## src/rtl/mc_sequencer.sv

```systemverilog
// Multicycle control sequencer: steps IDLE/FETCH/DECODE/EXEC/MEM/WB/TRAP and fires one-cycle state strobes.
// Optional performance counters are built only when SEQ_PERF_CNT_EN is defined.
package the_pkg;
  typedef enum logic [5:0] {
    Rtype  = 6'h00,
    ADDI   = 6'h01,
    SUBI   = 6'h02,
    ANDI   = 6'h03,
    ORI    = 6'h04,
    XORI   = 6'h05,
    LUI_op = 6'h06,
    LLI_op = 6'h07,
    LWR    = 6'h08,
    LWI    = 6'h09,
    SWR    = 6'h0A,
    SWI    = 6'h0B,
    BEQ    = 6'h0C,
    BNE    = 6'h0D,
    JUMP   = 6'h0E,
    RET    = 6'h0F,
    JAL    = 6'h10
  } op_code;

  typedef enum logic [5:0] {
    F_ADD = 6'h00,
    F_SUB = 6'h01,
    F_AND = 6'h02,
    F_OR  = 6'h03,
    F_XOR = 6'h04,
    F_SLT = 6'h05,
    F_SLL = 6'h06,
    F_SRL = 6'h07
  } func_code;
endpackage

module mc_sequencer
  import the_pkg::*;
(
  input  logic        clk,
  input  logic        rst_n,
  input  op_code      op,
  input  func_code    func,
  input  logic        alu_zero,
  input  logic        im_ready,
  input  logic        dm_ready,
  input  logic        halt_req,
  output logic        im_req,
  output logic        ir_we,
  output logic        pc_we,
  output logic [1:0]  pc_src,
  output logic        rf_we,
  output logic        dm_re,
  output logic        dm_we,
  output logic        busy,
  output logic        trap,
  output logic [31:0] retired_cnt,
  output logic [31:0] stall_cnt
);

  typedef enum logic [2:0] {
    S_IDLE   = 3'd0,
    S_FETCH  = 3'd1,
    S_DECODE = 3'd2,
    S_EXEC   = 3'd3,
    S_MEM    = 3'd4,
    S_WB     = 3'd5,
    S_TRAP   = 3'd6
  } state_t;

  state_t   r_state;
  state_t   w_state_nxt;
  op_code   r_op_q;
  func_code r_func_q;
  logic     r_taken_q;

  logic       w_taken;
  logic       w_is_load;
  logic       w_im_req;
  logic       w_ir_we;
  logic       w_pc_we;
  logic [1:0] w_pc_src;
  logic       w_rf_we;
  logic       w_dm_re;
  logic       w_dm_we;
  logic       w_trap;

  function automatic logic f_legal(input op_code o, input func_code f);
    logic ok;
    ok = 1'b0;
    case (o)
      Rtype: begin
        case (f)
          F_ADD, F_SUB, F_AND, F_OR, F_XOR, F_SLT, F_SLL, F_SRL: ok = 1'b1;
          default: ok = 1'b0;
        endcase
      end
      ADDI, SUBI, ANDI, ORI, XORI, LUI_op, LLI_op,
      LWR, LWI, SWR, SWI, BEQ, BNE, JUMP, RET, JAL: ok = 1'b1;
      default: ok = 1'b0;
    endcase
    return ok;
  endfunction

  // Branch decision uses the live flag because the PC strobe fires in the EXEC cycle itself.
  assign w_taken   = (r_op_q == BEQ) ? alu_zero : ~alu_zero;
  assign w_is_load = (r_op_q == LWR) || (r_op_q == LWI);

  always_comb begin
    w_state_nxt = r_state;
    w_im_req    = 1'b0;
    w_ir_we     = 1'b0;
    w_pc_we     = 1'b0;
    w_pc_src    = 2'b00;
    w_rf_we     = 1'b0;
    w_dm_re     = 1'b0;
    w_dm_we     = 1'b0;
    w_trap      = 1'b0;
    case (r_state)
      S_IDLE: begin
        if (!halt_req) w_state_nxt = S_FETCH;
      end
      S_FETCH: begin
        w_im_req = 1'b1;
        if (im_ready) begin
          w_ir_we     = 1'b1;
          w_state_nxt = S_DECODE;
        end
      end
      S_DECODE: begin
        w_state_nxt = f_legal(op, func) ? S_EXEC : S_TRAP;
      end
      S_EXEC: begin
        case (r_op_q)
          Rtype, ADDI, SUBI, ANDI, ORI, XORI, LUI_op, LLI_op, JAL: w_state_nxt = S_WB;
          LWR, LWI, SWR, SWI: w_state_nxt = S_MEM;
          BEQ, BNE: begin
            w_pc_we     = 1'b1;
            w_pc_src    = {1'b0, w_taken};
            w_state_nxt = S_FETCH;
          end
          JUMP: begin
            w_pc_we     = 1'b1;
            w_pc_src    = 2'b10;
            w_state_nxt = S_FETCH;
          end
          RET: begin
            w_pc_we     = 1'b1;
            w_pc_src    = 2'b11;
            w_state_nxt = S_FETCH;
          end
          default: w_state_nxt = S_TRAP;
        endcase
      end
      S_MEM: begin
        w_dm_re = w_is_load;
        w_dm_we = ~w_is_load;
        if (dm_ready) begin
          if (w_is_load) begin
            w_state_nxt = S_WB;
          end else begin
            w_pc_we     = 1'b1;
            w_state_nxt = S_FETCH;
          end
        end
      end
      S_WB: begin
        w_rf_we     = 1'b1;
        w_pc_we     = 1'b1;
        w_pc_src    = (r_op_q == JAL) ? 2'b10 : 2'b00;
        w_state_nxt = S_FETCH;
      end
      S_TRAP: begin
        w_trap = 1'b1;
      end
      default: w_state_nxt = S_IDLE;
    endcase
    // Every PC update is an instruction boundary, the only place a halt is honoured.
    if (w_pc_we && halt_req) w_state_nxt = S_IDLE;
  end

  always_ff @(posedge clk) begin
    if (!rst_n) begin
      r_state   <= S_IDLE;
      r_op_q    <= op_code'(6'h00);
      r_func_q  <= func_code'(6'h00);
      r_taken_q <= 1'b0;
    end else begin
      r_state   <= w_state_nxt;
      r_op_q    <= (r_state == S_DECODE) ? op : r_op_q;
      r_func_q  <= (r_state == S_DECODE) ? func : r_func_q;
      r_taken_q <= (r_state == S_EXEC) ? w_taken : r_taken_q;
    end
  end

  assign im_req = w_im_req;
  assign ir_we  = w_ir_we;
  assign pc_we  = w_pc_we;
  assign pc_src = w_pc_src;
  assign rf_we  = w_rf_we;
  assign dm_re  = w_dm_re;
  assign dm_we  = w_dm_we;
  assign trap   = w_trap;
  assign busy   = (r_state != S_IDLE) && (r_state != S_TRAP);

`ifdef SEQ_PERF_CNT_EN
  logic [31:0] r_retired_cnt;
  logic [31:0] r_stall_cnt;
  logic        w_stall;

  assign w_stall = ((r_state == S_FETCH) && !im_ready) || ((r_state == S_MEM) && !dm_ready);

  always_ff @(posedge clk) begin
    if (!rst_n) begin
      r_retired_cnt <= 32'h0;
      r_stall_cnt   <= 32'h0;
    end else begin
      if (w_pc_we) r_retired_cnt <= r_retired_cnt + 32'd1;
      if (w_stall) r_stall_cnt   <= r_stall_cnt + 32'd1;
    end
  end

  assign retired_cnt = r_retired_cnt;
  assign stall_cnt   = r_stall_cnt;
`else
  assign retired_cnt = 32'h0;
  assign stall_cnt   = 32'h0;
`endif

endmodule

```

## config.mk

```make
export PLATFORM = sky130hd
export DESIGN_NAME = mc_sequencer
export DESIGN_NICKNAME = d
export VERILOG_FILES = /design/src/rtl/mc_sequencer.sv
export SDC_FILE = /design/constraint.sdc
export NUM_CORES = 1
export LEC_CHECK = 0
export ABC_AREA = 1
export ABC_CLOCK_PERIOD_IN_PS = 1600
export BUFFER_PORTS_ARGS = -buffer_cell sky130_fd_sc_hd__buf_4
export CORE_MARGIN = 3
export CORE_UTILIZATION = 39
export CTS_BUF_LIST = sky130_fd_sc_hd__clkbuf_16
export DETAILED_ROUTE_END_ITERATION = 12
export PLACE_DENSITY = 0.89
export SYNTH_ARGS = -nofsm -noshare
export SYNTH_HDL_FRONTEND = slang
export SYNTH_SLANG_ARGS = --single-unit
```

## constraint.sdc

```tcl
create_clock -name clk -period 1.6 [get_ports clk]
set_clock_uncertainty 0.1 [all_clocks]
set_input_delay 0.32 -clock clk [delete_from_list [all_inputs] [get_ports clk]]
set_output_delay 0.32 -clock clk [all_outputs]
set_load 0.005 [all_outputs]
```

==> results of run 1 <==
registers in the layout, summed over array words and instances, names as in the netlist:
signal / count
r_op_q: 6
r_state: 3
worst max-delay path, cell delays in order (launching register included):
cell	delay (ns)
dfxtp_2	0.33
nor2_4	0.10
nand4_1	0.13
buf_4	0.19
inv_2	0.05
nor2_2	0.03
buf_4	0.13
stage by stage:
step / worst slack (ns) / hold slack (ns) / std cells
2_1_floorplan: 0.328 / 0.355 / 230
3_3_place_gp: 0.166 / 0.375 / 219
3_5_place_dp: 0.154 / 0.394 / 219
4_1_cts: -0.0255 / 0.240 / 224
5_1_grt: -0.0578 / 0.263 / 228
6_report: -0.0194 / 0.247 / 228
cell usage in the layout (no fill, tap or decap):
cell type  count
buf_6          1
nand2_2        4
clkinv_2       1
o21ai_0        5
nor3_2         1
buf_4         28
inv_4          1
dfxtp_2        4
nand3_1        5
nand4_1        1
dfxtp_1        2
xor2_1         1
inv_1          7
conb_1        64
nor2_1        13
dfxtp_4        3
a21oi_1        9
nand2_4        1
clkbuf_16      3
a21oi_2        4
nor2_4         4
o22ai_2        1
nand3_2        4
nand2_1       15
inv_2          8
o21ai_1        3
o21ai_2        2
nor2_2         3
routing by layer:
metal / up-vias / wire length (um) / global-route usage
met5: - / 0 / 0
met4: 0 / 74 / 0.0791
met3: 7 / 264 / 0.0218
met2: 65 / 1280 / 0.203
met1: 433 / 837 / 0.128
li1: 460 / - / -
worst max path at each step:
stage / from / endpoint / slack, ns / cells past startpoint
after detailed placement: r_state[0] / pc_src[1] / 0.15 / 5
after CTS: r_op_q[4] / pc_we / -0.03 / 5
after global routing: r_op_q[4] / dm_we / -0.06 / 6
after global placement: r_state[2] / pc_we / 0.17 / 6
final: r_op_q[4] / dm_we / -0.02 / 6
after floorplan: r_state[1] / r_op_q[4] / 0.33 / 6
power groups by stage:
stage	Combinational [uW]	Sequential [uW]	Clock [uW]
3_5_place_dp	607	378	0
3_3_place_gp	585	372	0
4_1_cts	626	387	454
5_1_grt	831	437	463
6_report	738	426	446
2_1_floorplan	554	362	0
cell families after synthesis:
kind of cell | count (synthesis) | synth area share
buf+inv | 81 | 0.492
simple gates | 51 | 0.211
compound gates | 24 | 0.125
flops | 9 | 0.161
xor+xnor | 1 | 0.00781
other cells | 1 | 0.00335
layout make-up:
type	instances	area [um2]
Clock buffer	3	75.1
Clock inverter	1	5.00
Fill cell	261	1330
Inverter	16	62.6
Multi-Input combinational cell	140	686
Sequential cell	9	196
Tap cell	30	37.5
Timing Repair Buffer	29	221
timing repair:
action / in CTS / in global routing
pin swaps: 4 / 4
setup buffers: 1 / 4
endpoints found under the setup margin: 6 / 6
resized for setup: 9 / 22
endpoints found under the hold margin: 0 / 0
==> results.toml, run 1 <==
[setup_path]
worstPathRequired_ns = 1.18
regToRegStartpoint = "r_state[1]"
r2r_slack_ns = 0.21
worst-setup-path-type = "flip-flop to output port"
r2r_cells = 8
cp_data_arrival_time_ns = 1.20
worstSetupStartpointType = "flip-flop"
reg2reg_to = "r_state[1]"
path_max_fanout = 2
endpoint_kind = "output port"

[global_routing]
grt-ovfl-total = 0
antenna_found_initial = 0
grt_pass1_vias = 738
grt_max_degree = 13
grt_pass1_wl_um = 3080
grt_util_all_layers = 0.117

[floorplan]
start_util = 0.429
io_pins = 92
rows = 18
fp.dieH_um = 59.6
die_w_um = 59.6
core_um2 = 2610
die-area_um2 = 3550

[yosys]
async_flop_share = 0
synth_area_um2 = 1120
ys_types = 21
ys.flop_type = "dfxtp_1"
yosys_warnings = 0
synth-seq-cells = 9
yosysSeqAreaShare = 0.161
yosysTopAreaCellShare = 0.429
synth.top_cells.by_area = "buf_4 43%, dfxtp_1 16%, nand2_1 6.0%"
synth_edf_count = 0
yosysMostFrequentCell = "buf_4"
synth_top_area_cell = "buf_4"
avgSynthCellArea_um2 = 6.71
syn_inst = 167
yosys-top-cells-count = "64 x buf_4, 18 x nand2_1, 16 x nor2_1, 11 x inv_1, 10 x a21oi_1"

[place]
dpl_cell_area_um2 = 1080
io_buffers = 24
place_congestion = 0.893
dp_hpwl_um = 1800

[route]
antenna_left = 0
dr.pass1.iters = 4
drc = 0
routed_wl_um = 2460
wl_per_cell_um = 10.8
dr_total_vias = 965
viasPerCell = 4.23
drt_iter0_markers = 19

[clock_tree]
cts-root-buf = "clkbuf_16"
postCtsHoldBufs = 0
cts_tree = "built"
clock_latency_ns = 0.24
clock_sinks = 9
clkSlewWorstSetupHoldPaths_ns = 0.04
htree_levels = 1
clock_path_buffers = 2
cts_buffers = 3

[pwr]
ir_worst_vdd_v = 0.000843
power.switching_uw = 667
p_leak_uw = 0.000688
power.total_uw = 1610
power_density_nw_per_um2 = 1250
swShare = 0.414
p_int_uw = 943
clkPwrFrac = 0.277
power_frac_comb = 0.458
p_seq_frac = 0.265

[timing]
tns_ns = -0.0194
hold_viol = 0
fin_crit_ns = 1.62
finalSetupViolations = 1
final.period_utilization = 1.01
fin_ws_ns = -0.0194
fmax_ghz = 0.618
rsz0062_at_grt = "true"
finalMaxSlewViolations = 0

[cells_and_area]
antenna_cells = 0
syn_to_final_growth_pct = 14.5
fin_util = 0.491
final_area_um2 = 1280
drive_gt1_frac = 0.369
nets = 217

[min_path]
whs_path_depth = 3
hold-path-endpoint = "r_op_q[0]"
hold_class = "primary input to flip-flop"
hold_start = "op[0]"

[outcome]
status = "complete, but fails checks"
violations = "setup timing"

[job]
maxCapViolations = 0
Power figures use the tool's default switching activity.
==> inputs of run 2 (changes only) <==
- ABC_AREA: 1 -> default
- CORE_UTILIZATION: 39 -> 29
- PLACE_DENSITY: 0.89 -> 0.71
==> run 2 against run 1 <==
Net effect: the run still ends with setup timing left; total power decreased by 37%; worst setup slack got worse by 0.29 ns; sequential share of layout area decreased by 2.4 points; critical path type unchanged.
==> results.toml, run 2 <==
[outcome]
status = "complete, but fails checks"
violations = "setup timing"

[global_routing]
grt_util_all_layers = 0.0980
grt-ovfl-total = 0
use_met3 = 0.0246
grt.busiest_layer = "met2"
grt_pass1_vias = 819
met2_usage = 0.178
grt_pass1_wl_um = 3450
globalRouteMet1Util = 0.108
grt_max_degree = 12
antenna_found_initial = 0

[route]
viasPerCell = 3.75
dr_total_vias = 908
dr.pass1.iters = 2
drt_iter0_markers = 8
wl_per_cell_um = 9.91
antenna_left = 0
drc = 0
routed_wl_um = 2400

[pwr]
ir_worst_vdd_v = 0.000478
p_leak_uw = 0.000725
power_density_nw_per_um2 = 660
power.total_uw = 1020

[yosys]
synth-seq-cells = 9
avgSynthCellArea_um2 = 7.79
yosysMostFrequentCell = "buf_4"
yosys_warnings = 0
yosysSeqAreaShare = 0.159
yosysTopAreaCellShare = 0.425
syn_inst = 145
async_flop_share = 0
synth_area_um2 = 1130
synth.top_cells.by_area = "buf_4 43%, dfxtp_1 16%, mux2i_1 5.3%"
yosys-top-cells-count = "64 x buf_4, 9 x dfxtp_1, 9 x nor2b_1, 6 x mux2i_1"
ys_types = 34
synth_edf_count = 0
synth_top_area_cell = "buf_4"
ys.flop_type = "dfxtp_1"

[timing]
finalMaxSlewViolations = 0
fin_crit_ns = 1.91
finalSetupViolations = 8
tns_ns = -1.25
holdWs_ns = 0.264
hold_viol = 0
fmax_ghz = 0.524
fin_ws_ns = -0.309
final.period_utilization = 1.19
rsz0062_at_grt = "true"

[setup_path]
r2r_cells = 7
reg2reg_to = "r_state[0]"
worstPathRequired_ns = 1.18
cp_data_arrival_time_ns = 1.49
path_max_fanout = 4
r2r_slack_ns = -0.07
regToRegStartpoint = "r_op_q[2]"
endpoint_kind = "output port"
worst-setup-path-type = "flip-flop to output port"
worstSetupStartpointType = "flip-flop"

[clock_tree]
clock_latency_ns = 0.23
htree_levels = 1
cts_tree = "built"
clkSlewWorstSetupHoldPaths_ns = 0.04
postCtsHoldBufs = 0
cts-root-buf = "clkbuf_16"
cts_buffers = 3
clock_path_buffers = 2
clock_sinks = 9

[cells_and_area]
regArea_um2 = 199
antenna_cells = 0
fin_util = 0.415
nets = 213
layout_common_cells = "64 x conb_1, 44 x buf_4, 8 x nor2b_1, 6 x mux2i_1, 5 x buf_6"
syn_to_final_growth_pct = 36.4
multi_input_area_um2 = 813
nFillCells = 389
largest_reg_flops = 6
final_common_cell = "conb_1"
top_register = "r_op_q"
drive_gt1_frac = 0.423
reg.largest.list = "r_op_q: 6 flops, r_state: 3 flops"

[floorplan]
io_pins = 92
start_util = 0.304
fp.dieH_um = 68.4
core_um2 = 3720
die-area_um2 = 4680
rows = 22
die_w_um = 68.4

[place]
dp_hpwl_um = 1870
pre_cts_slack_ns = -0.109
place_congestion = 0.872
io_buffers = 24

[job]
maxCapViolations = 0

[min_path]
whs_path_depth = 3
hold_start = "op[0]"
hold_class = "primary input to flip-flop"
hold-path-endpoint = "r_op_q[0]"
## run 2: cell count changes after synthesis, sizes merged, moves of 4 or more
cell | previous run | this run
a21oi | 13 | 5
and2 | 0 | 4
inv | 16 | 1
mux2i | 0 | 6
nand2 | 20 | 3
nand2b | 0 | 6
nand3 | 9 | 2
nor2 | 20 | 5
nor2b | 0 | 9
nor3 | 1 | 5
o21ai | 10 | 4
## run 2: metrics by stage
step | cells | instance area [um2]
final | 242 | 1540
after global routing | 242 | 1540
after CTS | 239 | 1460
after detailed placement | 231 | 1250
after global placement | 231 | 1250
after floorplan | 208 | 1370
## run 2: timing repair
item                                    in CTS  in global routing
gates resized for setup                     27                 17
pin swaps                                    7                  7
setup buffers                                5                  4
endpoints found under the setup margin      12                 11
## run 2: area by class of cell
class / count / share of cell area
Clock inverter: 1 / 0.00244
Timing Repair Buffer: 49 / 0.251
Inverter: 1 / 0.00244
Clock buffer: 3 / 0.0487
Tap cell: 48 / 0.0390
Multi-Input combinational cell: 131 / 0.528
Sequential cell: 9 / 0.129
## run 2: worst max-delay path: stages, from the launching register on
cell     delay (ns)
dfxtp_2        0.33
or4b_4         0.52
nor3_4         0.14
a22o_1         0.16
buf_4          0.10
## run 2: worst max-delay path by stage
stage / from / end / slack [ns] / depth (start not counted)
6_report: r_op_q[2] / pc_src[1] / -0.31 / 4
5_1_grt: r_op_q[2] / pc_src[1] / -0.38 / 4
4_1_cts: r_op_q[2] / pc_src[1] / -0.31 / 4
3_5_place_dp: op[0] / r_state[0] / -0.11 / 5
3_3_place_gp: op[0] / r_state[0] / -0.09 / 5
2_1_floorplan: r_op_q[1] / pc_src[1] / 0.03 / 3
## run 2: report_power, final
| part | total (uW) | switching, uW | leakage [uW] | internal, uW |
|---|---|---|---|---|
| Combinational | 321 | 149 | 0.000605 | 172 |
| Clock | 431 | 105 | 0.0000423 | 326 |
| Sequential | 266 | 24.7 | 0.0000775 | 241 |
| Total | 1020 | 279 | 0.000725 | 739 |
## run 2: logic make-up (layout without fill, tap and decap cells)
group                     count (synthesis)  after routing  synth area share
buffers and inverters                    68             54             0.442
and+or+nand+nor                          46             46             0.256
AOI/OAI and AO/OA                        14             14            0.0786
DFF                                       9              9             0.159
muxes                                     6              6            0.0532
other                                     1             64           0.00332
xor gates and xnor gates                  1              1           0.00775
## run 2: per-layer routing
layer	share of wire	up-vias	wire, um
met5	0	-	0
met4	0.014	0	34
met2	0.55	47	1310
met1	0.35	409	848
met3	0.086	3	207
li1	-	449	-
==> inputs of run 3 (changes only) <==
- ABC_CLOCK_PERIOD_IN_PS: 1600 -> 2000
- clock period: 1.6 -> 2 ns (I/O delays scaled with it)
==> run 3 against run 2 <==
Net effect: critical path depth stayed put; register-to-register slack improved by 0.36 ns; sequential share of layout area rose by 2.0 points; core utilization shrank 6.9 points; cell count down 8.3%; worst hold slack better by 0.076 ns; clock power down 20%; sequential power decreased by 17%; die area unchanged; the flow now finishes without violations; worst setup slack improved by 0.32 ns; clock-buffer cell count is the same; first-iteration DRC count is 38% higher; largest power group unchanged.
==> results.toml, run 3 (synthesized netlist as in run 2, its figures left out) <==
[setup_path]
endpoint_kind = "output port"
cp_data_arrival_time_ns = 1.49
path_max_fanout = 5
cp_num_buf_inv = 1
crit_path_top_delay_cell = "or4b_4"
worstSetupStartpointType = "flip-flop"
worstPathRequired_ns = 1.50
worst-setup-path-type = "flip-flop to output port"
crit_cells = 4
cp-endpoint = "pc_src[1]"
crit_path_cell_trace = "or4b_4 -> nor3_4 -> a22o_1 -> buf_4"
r2r_cells = 7
crit_start = "r_op_q[4]"
max_stage_delay_ns = 0.48
regToRegStartpoint = "r_op_q[4]"
reg2reg_to = "r_state[0]"
path_delay_family = "simple AND/OR/NAND/NOR gates"
r2r_slack_ns = 0.29

[timing]
finalSetupViolations = 0
holdWs_ns = 0.341
final.period_utilization = 0.995
fin_crit_ns = 1.99
hold_viol = 0
rsz0062_at_grt = "true"
fmax_ghz = 0.502
finalMaxSlewViolations = 0

[cells_and_area]
antenna_cells = 0
final_common_cell = "conb_1"
largest_reg_flops = 6
top_register = "r_op_q"
nets = 193
nFillCells = 427
syn_to_final_growth_pct = 13.6
layout_common_cells = "64 x conb_1, 29 x buf_4, 9 x nor2b_1, 6 x mux2i_1, 6 x dfxtp_2"
drive_gt1_frac = 0.270
multi_input_area_um2 = 732
reg.largest.list = "r_op_q: 6 flops, r_state: 3 flops"
final_cells = 222
regArea_um2 = 191

[global_routing]
grt_max_degree = 19
grt_pass1_vias = 710
antenna_found_initial = 0
grt-ovfl-total = 0
grt_pass1_wl_um = 3150
grt_util_all_layers = 0.0874

[pwr]
power.total_uw = 735
ir_worst_vdd_v = 0.000324
power_density_nw_per_um2 = 573
p_leak_uw = 0.000596

[clock_tree]
cts_buffers = 3
clock_sinks = 9
cts_tree = "built"
clkSlewWorstSetupHoldPaths_ns = 0.04
clock_path_buffers = 2
htree_levels = 1
clock_latency_ns = 0.23
cts-root-buf = "clkbuf_16"
postCtsHoldBufs = 0

[min_path]
hold_class = "primary input to flip-flop"

[route]
routed_wl_um = 2110
drt_iter0_markers = 11
antenna_left = 0
viasPerCell = 3.71
dr_total_vias = 824
wl_per_cell_um = 9.51
dr.pass1.iters = 4
drc = 0

[place]
place_inst = 214
io_buffers = 24
dp_hpwl_um = 1720
place_congestion = 0.829

[floorplan]
fp.dieH_um = 68.4
io_pins = 92
die_w_um = 68.4
core_um2 = 3720
die-area_um2 = 4680
rows = 22
start_util = 0.304

[outcome]
status = "finished clean"

[job]
maxCapViolations = 0
-- run 3: cell count changes in the layout (fill, tap and decap cells not counted), sizes merged --
cell  previous run  this run
buf             49        29
-- run 3: what timing repair did --
item / in CTS / in global routing
endpoints found under the setup margin: 5 / 4
gates resized for setup: 7 / 8
setup buffers: 3 / 1
pin swaps: 3 / 2
-- run 3: layer usage --
metal	share of wire	vias up	global-route usage
met5	0	-	0
met4	0.0080	0	0.0298
met3	0.10	2	0.0197
met2	0.49	51	0.145
met1	0.39	363	0.110
li1	-	408	-
-- run 3: per-stage QoR --
step / setup WS (ns) / utilization / area (um2) / setup TNS (ns)
floorplan: 0.346 / - / 1370 / 0
global placement: 0.144 / 0.301 / 1120 / 0
detailed placement: 0.134 / 0.301 / 1120 / 0
CTS: -0.0363 / 0.335 / 1250 / -0.0363
global route: -0.0444 / 0.345 / 1280 / -0.0690
finish: 0.00930 / 0.345 / 1280 / 0
-- run 3: final cells by class --
| cell class | instances | share of cell area |
|---|---|---|
| multi-input cells | 131 | 0.570 |
| repair buffers | 29 | 0.170 |
| flip-flops and latches | 9 | 0.149 |
| clock buffers | 3 | 0.0585 |
| well taps | 48 | 0.0468 |
| clock inverters | 1 | 0.00292 |
| inverters | 1 | 0.00292 |
-- run 3: tightest hold or removal path, delay by kind of cell --
family	cells	cell delay, ns
buffers and inverters	1	0.08
muxes	1	0.06
and+or+nand+nor	1	0.10
-- run 3: where the power goes --
group | total [uW] | switching [uW] | internal, uW
registers | 222 | 28.3 | 194
logic | 168 | 84.6 | 83.9
clock network | 345 | 84.1 | 261
-- run 3: worst min path at each step --
stage / endpoint / startpoint / depth (start not counted) / slack (ns)
2_1_floorplan: r_op_q[3] / r_op_q[3] / 2 / 0.42
3_3_place_gp: r_op_q[3] / r_op_q[3] / 2 / 0.44
3_5_place_dp: r_op_q[4] / r_op_q[4] / 2 / 0.46
4_1_cts: r_op_q[0] / op[0] / 3 / 0.34
5_1_grt: r_op_q[0] / op[0] / 3 / 0.34
6_report: r_op_q[5] / op[5] / 3 / 0.34
